===== src/rtl/reset_source_if.sv =====
// Reset-request bundle: button, watchdog and software sources in, reset request and status out.
interface reset_source_if;
  logic       btn_n;
  logic       soft_rst;
  logic       wdt_en;
  logic       wdt_kick;
  logic       rst_req_n;
  logic [1:0] rst_cause;
  logic       busy;
  logic       btn_deb_n;

  modport master (
    output btn_n, soft_rst, wdt_en, wdt_kick,
    input  rst_req_n, rst_cause, busy, btn_deb_n
  );

  modport slave (
    input  btn_n, soft_rst, wdt_en, wdt_kick,
    output rst_req_n, rst_cause, busy, btn_deb_n
  );
endinterface


===== src/rtl/reset_source.sv =====
// Merges button, watchdog and software reset requests into one stretched active-low pulse
// with hold-while-pressed, cooldown before re-arming, and a recorded reset cause.
module reset_source #(
  parameter int unsigned DEB_W     = 16,
  parameter int unsigned WDT_W     = 24,
  parameter int unsigned PULSE_LEN = 16
) (
  input logic           clk,
  input logic           rst,
  reset_source_if.slave bus
);

  typedef enum logic [1:0] {IDLE, ASSERT, HOLD, COOLDOWN} state_e;

  localparam logic [7:0] PULSE_LOAD = 8'(PULSE_LEN - 1);

  state_e           state_q, state_d;
  logic             sync1_q, sync2_q;
  logic [DEB_W-1:0] deb_cnt_q, deb_cnt_d;
  logic             btn_deb_q, btn_deb_d;
  logic [WDT_W-1:0] wdt_cnt_q, wdt_cnt_d;
  logic [7:0]       pulse_cnt_q, pulse_cnt_d;
  logic [1:0]       cause_q, cause_d;
  logic             rst_req_n_q, rst_req_n_d;
  logic             wdt_to;

  always_ff @(posedge clk) begin
    if (rst) begin
      state_q     <= IDLE;
      sync1_q     <= 1'b1;
      sync2_q     <= 1'b1;
      deb_cnt_q   <= '0;
      btn_deb_q   <= 1'b1;
      wdt_cnt_q   <= '0;
      pulse_cnt_q <= '0;
      cause_q     <= 2'b00;
      rst_req_n_q <= 1'b1;
    end else begin
      state_q     <= state_d;
      sync1_q     <= bus.btn_n;
      sync2_q     <= sync1_q;
      deb_cnt_q   <= deb_cnt_d;
      btn_deb_q   <= btn_deb_d;
      wdt_cnt_q   <= wdt_cnt_d;
      pulse_cnt_q <= pulse_cnt_d;
      cause_q     <= cause_d;
      rst_req_n_q <= rst_req_n_d;
    end
  end

  // A new level is accepted only after it has differed from the debounced value for a full window.
  always_comb begin
    deb_cnt_d = '0;
    btn_deb_d = btn_deb_q;
    if (sync2_q != btn_deb_q) begin
      if (deb_cnt_q == '1) begin
        btn_deb_d = sync2_q;
      end else begin
        deb_cnt_d = deb_cnt_q + DEB_W'(1);
      end
    end
  end

  // A kick landing in the terminal cycle suppresses the timeout.
  always_comb begin
    wdt_to    = bus.wdt_en && (wdt_cnt_q == '1) && !bus.wdt_kick;
    wdt_cnt_d = wdt_cnt_q + WDT_W'(1);
    if (!bus.wdt_en || bus.wdt_kick || (state_q != IDLE)) begin
      wdt_cnt_d = '0;
    end
  end

  always_comb begin
    state_d     = state_q;
    pulse_cnt_d = pulse_cnt_q;
    cause_d     = cause_q;
    case (state_q)
      IDLE: begin
        if (!btn_deb_q) begin
          state_d     = ASSERT;
          pulse_cnt_d = PULSE_LOAD;
          cause_d     = 2'b01;
        end else if (wdt_to) begin
          state_d     = ASSERT;
          pulse_cnt_d = PULSE_LOAD;
          cause_d     = 2'b10;
        end else if (bus.soft_rst) begin
          state_d     = ASSERT;
          pulse_cnt_d = PULSE_LOAD;
          cause_d     = 2'b11;
        end
      end
      ASSERT: begin
        if (pulse_cnt_q == 8'd0) begin
          if (!btn_deb_q) begin
            state_d = HOLD;
          end else begin
            state_d     = COOLDOWN;
            pulse_cnt_d = PULSE_LOAD;
          end
        end else begin
          pulse_cnt_d = pulse_cnt_q - 8'd1;
        end
      end
      HOLD: begin
        if (btn_deb_q) begin
          state_d     = COOLDOWN;
          pulse_cnt_d = PULSE_LOAD;
        end
      end
      COOLDOWN: begin
        if (pulse_cnt_q == 8'd0) begin
          state_d = IDLE;
        end else begin
          pulse_cnt_d = pulse_cnt_q - 8'd1;
        end
      end
      default: begin
        state_d = IDLE;
      end
    endcase
    rst_req_n_d = !((state_d == ASSERT) || (state_d == HOLD));
  end

  assign bus.rst_req_n = rst_req_n_q;
  assign bus.rst_cause = cause_q;
  assign bus.busy      = (state_q != IDLE);
  assign bus.btn_deb_n = btn_deb_q;

endmodule

===== src/flat_wrapper.sv =====
// flat-port wrapper written by rule: the top's interface ports become plain ports
module reset_source_flat 
#(
  parameter int unsigned DEB_W     = 16,
  parameter int unsigned WDT_W     = 24,
  parameter int unsigned PULSE_LEN = 16
)
  (clk, rst, bus_btn_n, bus_soft_rst, bus_wdt_en, bus_wdt_kick, bus_rst_req_n, bus_rst_cause, bus_busy, bus_btn_deb_n);
  reset_source_if bus_i ();
  input logic clk;
  input logic rst;
  input wire logic [$bits(bus_i.btn_n)-1:0] bus_btn_n;
  input wire logic [$bits(bus_i.soft_rst)-1:0] bus_soft_rst;
  input wire logic [$bits(bus_i.wdt_en)-1:0] bus_wdt_en;
  input wire logic [$bits(bus_i.wdt_kick)-1:0] bus_wdt_kick;
  output wire logic [$bits(bus_i.rst_req_n)-1:0] bus_rst_req_n;
  output wire logic [$bits(bus_i.rst_cause)-1:0] bus_rst_cause;
  output wire logic [$bits(bus_i.busy)-1:0] bus_busy;
  output wire logic [$bits(bus_i.btn_deb_n)-1:0] bus_btn_deb_n;
  assign bus_i.btn_n = bus_btn_n;
  assign bus_i.soft_rst = bus_soft_rst;
  assign bus_i.wdt_en = bus_wdt_en;
  assign bus_i.wdt_kick = bus_wdt_kick;
  assign bus_rst_req_n = bus_i.rst_req_n;
  assign bus_rst_cause = bus_i.rst_cause;
  assign bus_busy = bus_i.busy;
  assign bus_btn_deb_n = bus_i.btn_deb_n;
  reset_source #(.DEB_W(DEB_W), .WDT_W(WDT_W), .PULSE_LEN(PULSE_LEN)) u_core (.clk(clk), .rst(rst), .bus(bus_i));
endmodule

===== config.mk =====
export PLATFORM = sky130hd
export DESIGN_NAME = reset_source_flat
export DESIGN_NICKNAME = d
export VERILOG_FILES = /design/src/rtl/reset_source_if.sv /design/src/rtl/reset_source.sv /design/src/flat_wrapper.sv
export SDC_FILE = /design/constraint.sdc
export NUM_CORES = 1
export LEC_CHECK = 0
export CAP_MARGIN = 5
export CORE_AREA = 2 2 58 87
export DETAILED_ROUTE_END_ITERATION = 10
export DIE_AREA = 0 0 60 89
export PLACE_DENSITY = 0.77
export SYNTH_ARGS = -nofsm -noshare
export SYNTH_HDL_FRONTEND = slang
export SYNTH_SLANG_ARGS = --single-unit

===== constraint.sdc =====
create_clock -name clk -period 2.3 [get_ports clk]
set_clock_uncertainty 0.05 [all_clocks]
set_input_delay 0.69 -clock clk [delete_from_list [all_inputs] [get_ports clk]]
set_output_delay 0.69 -clock clk [all_outputs]
set_load 0.01 [all_outputs]

# Word-level counts from Yosys, hierarchy flattened
# Cells that the tools add are included.
[word_totals]
output_inout_bits = 5
inputBits = 6
ff_bits = 56
[classes]
n_bitwise = 1
add_sub_neg = 3
n_eq_ne = 11
reduce_logical = 16
muxes = 18
[op_table]
columns = ["cell", "count"]
rows = [
  ["$mux W8", 6],
  ["$pmux W8 S4", 1],
  ["$add A24 B1 Y24 const B", 1],
  ["$eq A24 B24 Y1 const B", 1],
  ["$mux W2", 9],
  ["$add A16 B1 Y16 const B", 1],
  ["$eq A16 B16 Y1 const B", 1],
  ["$logic_not A8 Y1", 1],
  ["$pmux W2 S4", 1],
  ["$sub A8 B1 Y8 const B", 1],
  ["$eq A2 B2 Y1 const B", 3],
  ["$reduce_and A2 Y1", 3],
  ["$eq A2 B1 Y1 const B", 2],
  ["$ne A4 B4 Y1 const B", 1],
  ["$logic_not A1 Y1", 3],
  ["$logic_or A1 B1 Y1", 3],
  ["$ne A3 B3 Y1 const B", 1],
  ["$reduce_or A3 Y1", 1],
  ["$logic_and A1 B1 Y1", 2],
  ["$logic_not A2 Y1", 1],
  ["$ne A2 B2 Y1 const B", 1],
  ["$reduce_bool A2 Y1", 1],
  ["$reduce_or A2 Y1", 1],
  ["$mux W1", 1],
  ["2 further kinds", 2],
]

# Depth between registers and ports, before layout
# Gate-level depths: netlist of the first run.
[logic_depth]
ltp_word = 9
depth_mapped = 6

# Worst setup path after synthesis of the first run
# Ideal clock, no wire load.
[synth_timing]
kind = "register -> register"
from = "register u_core.wdt_cnt_q[2]"
to = "register u_core.wdt_cnt_q[23]"
t_arrival_ns = 1.792
setup_time_ns = 0.070
stages_incl_launch_ff = 6
slack_ns = 0.387
synth_period_minus_slack_ns = 1.913
cell_sequence = "dfxtp_1 nand3_2 or4_4 buf_6 or4_1 a21oi_1"
[synth_between]
elab_chain_len = 1
[synth_lines]
columns = ["item", "line_no", "source"]
rows = [
  ["start, declared", "reset_source.sv:21", "logic [WDT_W-1:0] wdt_cnt_q, wdt_cnt_d;"],
  ["start signal, assigned", "reset_source.sv:44", "wdt_cnt_q <= wdt_cnt_d;"],
  ["$add A24 B1 Y24", "reset_source.sv:67", "wdt_cnt_d = wdt_cnt_q + WDT_W'(1);"],
]
# No other way between the ends.
# A chain may end at the register's enable or synchronous reset.

# Final worst setup path of the first run
[layout_timing]
from = "register u_core.state_q[1]"
to = "output bus_busy"
[layout_between]
elab_chain_len = 1
[layout_lines]
columns = ["item", "line_no", "source"]
rows = [
  ["start, declared", "reset_source.sv:17", "state_e state_q, state_d;"],
  ["start signal, assigned", "reset_source.sv:39", "state_q <= state_d;"],
  ["$reduce_bool A2 Y1", "reset_source.sv:127", "assign bus.busy = (state_q != IDLE);"],
  ["end, declared", "flat_wrapper.sv:18", "output wire logic [$bits(bus_i.busy)-1:0] bus_busy;"],
]
# No other way between the ends.

==> results of run 1 <==
## routing by layer
metal | part of all wire (%) | vias to the layer above | GRT usage (%) | routed length [um]
li1 | - | 1170 | - | -
met1 | 44 | 1099 | 23.8 | 2230
met2 | 52 | 32 | 36.2 | 2640
met3 | 2.4 | 10 | 3.76 | 124
met4 | 2.3 | 0 | 9.29 | 116
met5 | 0 | - | 0 | 0
## how the worst max path moves through the flow
stage	start	to	slack, ns
global placement	bus_wdt_en	u_core.bus.rst_cause[1]	0.04
finish	u_core.state_q[1]	bus_busy	0.22
floorplan	u_core.wdt_cnt_q[2]	u_core.wdt_cnt_q[23]	0.39
detailed placement	bus_wdt_en	u_core.bus.rst_cause[1]	-0.08
global route	u_core.wdt_cnt_q[0]	u_core.pulse_cnt_q[6]	0.08
CTS	u_core.state_q[1]	bus_busy	0.20
## cell families (layout without fill, tap and decap cells)
| kind of cell | Yosys count | count (layout) |
|---|---|---|
| AND/OR/NAND/NOR | 144 | 144 |
| buffers and inverters | 25 | 43 |
| AO/OA/AOI/OAI | 61 | 61 |
| XOR/XNOR | 26 | 26 |
| adder cells (fa/ha/maj) | 4 | 4 |
| flip-flops | 56 | 56 |
| multiplexers | 1 | 1 |
## power breakdown
part / leakage, nW / switching, mW / total (mW) / internal [mW]
Combinational: 0.447 / 0.373 / 0.692 / 0.319
Sequential: 0.454 / 0.0828 / 1.13 / 1.04
Clock: 0.0503 / 0.289 / 0.558 / 0.269
Total: 0.952 / 0.745 / 2.38 / 1.63
## synthesized netlist by cell type (8+ instances only)
cell | count | area (um2)
dfxtp_1 | 56 | 1120
clkbuf_1 | 10 | 37.5
inv_1 | 13 | 48.8
xor2_1 | 12 | 105
a21oi_1 | 19 | 95.1
nor3_1 | 11 | 55.1
nand3_1 | 15 | 75.1
nand2_1 | 17 | 63.8
xnor2_1 | 14 | 123
o21ai_0 | 16 | 80.1
nor2_1 | 36 | 135
or4_1 | 8 | 60.1
nand4_1 | 10 | 62.6
## layout make-up
type | count | area share [%]
Tap cell | 64 | 2.67
Sequential cell | 56 | 37.4
Multi-Input combinational cell | 236 | 48.5
Timing Repair Buffer | 23 | 6.59
Clock buffer | 7 | 3.21
Inverter | 13 | 1.63
## through the flow
stage | TNS [ns] | setup slack [ns]
2_1_floorplan | 0 | 0.387
3_3_place_gp | 0 | 0.0412
3_5_place_dp | -0.101 | -0.0810
4_1_cts | 0 | 0.204
5_1_grt | 0 | 0.0776
6_report | 0 | 0.219
## state kept, by name (all words and copies together) (netlist names)
| name | cells |
|---|---|
| u_core.bus.btn_deb_n | 1 |
| u_core.sync1_q | 1 |
| u_core.bus.rst_cause | 2 |
| u_core.sync2_q | 1 |
| u_core.state_q | 2 |
| u_core.pulse_cnt_q | 8 |
| u_core.wdt_cnt_q | 24 |
| u_core.bus.rst_req_n | 1 |
| u_core.deb_cnt_q | 16 |
## critical path: stages (launching register included)
cell and delay [ns]:
dfxtp_1 0.33, nor2_1 0.16, inv_1 0.07, clkdlybuf4s50_1 0.48
==> impl_metrics.env, run 1 <==
export IMPL_portBuffers=10
export IMPL_worstPathMaxFanout=3
export IMPL_synth_seq_cells=56
export IMPL_drtIter0Drc=138
export IMPL_clockBufferDepth=2
export IMPL_area_growth_pct=12.0
export IMPL_antenna_cells=0
export IMPL_io_pins=11
export IMPL_drc=0
export IMPL_r2r_slack_ns=0.29
export IMPL_synth_top_family_by_area="simple AND/OR/NAND/NOR gates"
export IMPL_slew_viol_final=0
export IMPL_worstPathArrival_ns=1.34
export IMPL_antenna_found_initial=0
export IMPL_placed_cells_incl_taps=392
export IMPL_layout_commonest_cell="dfxtp_1"
export IMPL_drive_gt1_share_pct=9.25
export IMPL_design_area_um2=3000
export IMPL_layout_common_cells="56 x dfxtp_1, 36 x nor2_1, 19 x a21oi_1"
export IMPL_synth_cell_types=46
export IMPL_drt_pass1_iterations=4
export IMPL_holdPathStages=1
export IMPL_power_leakage_nw=0.952
export IMPL_synth_compound_area_share_pct=14.3
export IMPL_cts_buffers=5
export IMPL_cts_resized=0
export IMPL_worstHoldStart="u_core.sync1_q"
export IMPL_syn_nets=327
export IMPL_synthAdderAreaFrac_pct=1.87
export IMPL_post_route_period_util_pct=90.5
export IMPL_holdWs_ns=0.365
export IMPL_dieArea_um2=5340
export IMPL_reg2reg_to="u_core.pulse_cnt_q[7]"
export IMPL_avgSynthCellArea_um2=8.45
export IMPL_outcome="finished clean"
export IMPL_cts_root_buf="clkbuf_8"
export IMPL_clk_pin_slew_ns=0.09
export IMPL_critPathCaptureType="output pin"
export IMPL_fp_dieW_um=60
export IMPL_rsz0062_at_grt="false"
export IMPL_netlist_area_um2=2680
export IMPL_synthArstFlopShare_pct=0
export IMPL_ff_latch_area_um2=1120
export IMPL_post_drt_wl_per_cell_um=12.8
export IMPL_seq_area_frac_synth_pct=41.9
export IMPL_final_cells=399
export IMPL_multi_input_area_um2=1460
export IMPL_finalPower_mw=2.38
export IMPL_grt_pass1_vias=2058
export IMPL_timing_fmax_ghz=0.481
export IMPL_period_needed_ns=2.08
export IMPL_dp_hpwl_mm=3.72
export IMPL_grt_start_max_net_pins=25
export IMPL_drt_vias_per_instance=5.79
export IMPL_hold_buffers=0
export IMPL_ant_nets=0
export IMPL_finalWirelength_mm=5.11
export IMPL_max_cap_viol_count=0
export IMPL_finalSetupViolCount=0
export IMPL_final_core_util_pct=66.0
export IMPL_critical_path_required_ns=1.56
export IMPL_track_usage_pct=20.6
export IMPL_die_h_um=89
export IMPL_synthMuxAreaShare_pct=0.374
export IMPL_synth_simple_area_share_pct=29.3
export IMPL_synth_top_flop_cell="dfxtp_1"
export IMPL_grt_pass1_wl_mm=8.66
export IMPL_yosysWarnings=0
export IMPL_fillers=390
export IMPL_worst_pin_slew_ns=0.433
export IMPL_synth_xor_area_share_pct=8.50
export IMPL_rows=30
export IMPL_initial_utilization_pct=59.0
export IMPL_powerDensity_nw_per_um2=793
export IMPL_gp_congestion=0.854
export IMPL_relSlewSlack_pct=71.1
export IMPL_hold_viol=0
export IMPL_nets=345
export IMPL_coreArea_um2=4540
export IMPL_rr_startpoint="u_core.wdt_cnt_q[0]"
export IMPL_overflow=0
export IMPL_crit_type="flop to output pin"
export IMPL_hp_class="flop to flop"
export IMPL_htreeDepth=2
export IMPL_clock_latency_ns=0.30
export IMPL_cts_setup_buffers=0
export IMPL_cp_start_kind="flop"
export IMPL_synth_edff_count=0
export IMPL_cts_tree="built"
export IMPL_dpl_cell_area_um2=2900
export IMPL_peakVddDrop_mv=0.426
export IMPL_clock_sinks=56
export IMPL_hold_path_end="u_core.sync2_q"
export IMPL_vias=2311
export IMPL_netlist_instances=317
export IMPL_r2r_cells=5
Power figures use the tool's default switching activity.
==> run 2: changes to the inputs <==
--- a/config.mk
+++ b/config.mk
@@ -10,6 +10,7 @@
 export DETAILED_ROUTE_END_ITERATION = 10
 export DIE_AREA = 0 0 60 89
 export PLACE_DENSITY = 0.77
+export SETUP_SLACK_MARGIN = 0.1
 export SYNTH_ARGS = -nofsm -noshare
 export SYNTH_HDL_FRONTEND = slang
 export SYNTH_SLANG_ARGS = --single-unit
==> run 2 against run 1 <==
Against the previous run: utilization grew 0.14 points; die area unchanged; register-to-register slack is essentially flat; sequential power barely moved; wire length about the same; clock power hardly changed; combinational power barely moved; worst hold slack about the same; largest power group unchanged; highest routed layer unchanged; design area up 0.21%; flip-flop and latch count unchanged; worst setup slack about the same.
==> impl_metrics.env, run 2 (synthesis results as in run 1) <==
export IMPL_hold_viol=0
export IMPL_coreArea_um2=4540
export IMPL_antenna_found_initial=0
export IMPL_drc=0
export IMPL_largestRegisters="u_core.wdt_cnt_q (24), u_core.deb_cnt_q (16), u_core.pulse_cnt_q (8)"
export IMPL_clock_latency_ns=0.30
export IMPL_io_pins=11
export IMPL_largest_register_ffs=24
export IMPL_worst_pin_slew_ns=0.434
export IMPL_cts_root_buf="clkbuf_8"
export IMPL_crit_chain="nor2_1 > inv_1 > clkdlybuf4s50_1"
export IMPL_fp_dieW_um=60
export IMPL_rsz0062_at_grt="false"
export IMPL_layout_commonest_cell="dfxtp_1"
export IMPL_htreeDepth=2
export IMPL_relSlewSlack_pct=71.1
export IMPL_met1Wirelength_mm=2.24
export IMPL_cts_tree="built"
export IMPL_drtIter0Drc=137
export IMPL_die_h_um=89
export IMPL_slew_viol_final=0
export IMPL_initial_utilization_pct=59.0
export IMPL_timing_fmax_ghz=0.481
export IMPL_holdWs_ns=0.365
export IMPL_powerDensity_nw_per_um2=792
export IMPL_clock_sinks=56
export IMPL_vias=2311
export IMPL_drt_vias_per_instance=5.79
export IMPL_period_needed_ns=2.08
export IMPL_slowest_stage="clkdlybuf4s50_1"
export IMPL_crit_family="buffers and inverters"
export IMPL_wl_met3_um=122
export IMPL_largest_register="u_core.wdt_cnt_q"
export IMPL_grt_pass1_wl_mm=8.66
export IMPL_power_leakage_nw=0.954
export IMPL_route_met2_wl_mm=2.64
export IMPL_area_growth_pct=12.2
export IMPL_cts_resized=0
export IMPL_antenna_cells=0
export IMPL_grt_start_max_net_pins=25
export IMPL_gp_congestion=0.854
export IMPL_peakVddDrop_mv=0.426
export IMPL_worstPathMaxFanout=3
export IMPL_post_route_period_util_pct=90.5
export IMPL_drt_pass1_iterations=4
export IMPL_overflow=0
export IMPL_dp_hpwl_mm=3.72
export IMPL_max_cap_viol_count=0
export IMPL_cpPeakStageDelay_ns=0.48
export IMPL_dieArea_um2=5340
export IMPL_ant_nets=0
export IMPL_outcome="finished clean"
export IMPL_worstPathArrival_ns=1.34
export IMPL_hp_class="flop to flop"
export IMPL_placed_cells_incl_taps=392
export IMPL_clockBufferDepth=2
export IMPL_post_drt_wl_per_cell_um=12.8
export IMPL_critPathCaptureType="output pin"
export IMPL_nets=345
export IMPL_fillers=389
export IMPL_final_cells=399
export IMPL_finalWirelength_mm=5.11
export IMPL_finalSetupViolCount=0
export IMPL_cts_buffers=5
export IMPL_crit_type="flop to output pin"
export IMPL_crit_buf_inv=2
export IMPL_track_usage_pct=20.6
export IMPL_cp_start_kind="flop"
export IMPL_clk_pin_slew_ns=0.09
export IMPL_portBuffers=10
export IMPL_grt_pass1_vias=2058
export IMPL_dr_max_layer_used="met4"
export IMPL_cts_setup_buffers=0
export IMPL_drive_gt1_share_pct=9.55
export IMPL_layout_common_cells="56 x dfxtp_1, 36 x nor2_1, 19 x a21oi_1"
export IMPL_rows=30
export IMPL_critical_path_required_ns=1.56
export IMPL_hold_buffers=0
==> run 2: cell counts in the layout (fill, tap and decap cells not counted) <==
Identical to the previous run, type by type.
==> run 2: path summary, 6_finish.rpt <==
path | cells past startpoint | startpoint | slack [ns] | to
min reg2reg | 1 | u_core.sync1_q | 0.36 | u_core.sync2_q
min | 1 | u_core.sync1_q | 0.36 | u_core.sync2_q
max | 3 | u_core.state_q[1] | 0.22 | bus_busy
max reg2reg | 4 | u_core.wdt_cnt_q[3] | 0.30 | u_core.wdt_cnt_q[19]
==> run 2: power breakdown <==
part	total [mW]	switching (mW)	internal (mW)	leakage, nW
logic	0.695	0.375	0.321	0.449
clock network	0.558	0.289	0.269	0.0503
registers	1.13	0.0827	1.04	0.454
==> run 2: layout make-up <==
class	instances	area (um2)	share of cell area, %
repair buffers	23	198	6.58
multi-input cells	236	1460	48.6
well taps	64	80.1	2.66
clock buffers	7	96.3	3.21
flip-flops and latches	56	1120	37.3
inverters	13	48.8	1.62
==> run 2: worst register-to-register path, stage by stage, from the launching register on <==
cell and delay, ns:
dfxtp_1 0.40, nand3_2 0.19, or4_4 0.62, or4_1 0.54, a21oi_1 0.15
==> run 2: per-layer routing <==
metal | track usage [%] | up-vias
li1 | - | 1171
met5 | 0 | -
met2 | 36.2 | 30
met4 | 9.29 | 0
met1 | 23.8 | 1100
met3 | 3.76 | 10
==> run 2: through the flow <==
step	total power [mW]	setup TNS (ns)	utilization (%)	area, um2	setup WS, ns
floorplan	1.58	0	-	2680	0.387
finish	2.38	0	66.2	3010	0.219
global placement	1.82	0	63.9	2900	0.0412
CTS	2.39	0	66.0	3000	0.204
global route	2.51	0	66.2	3010	0.136
detailed placement	1.83	-0.101	63.9	2900	-0.0810
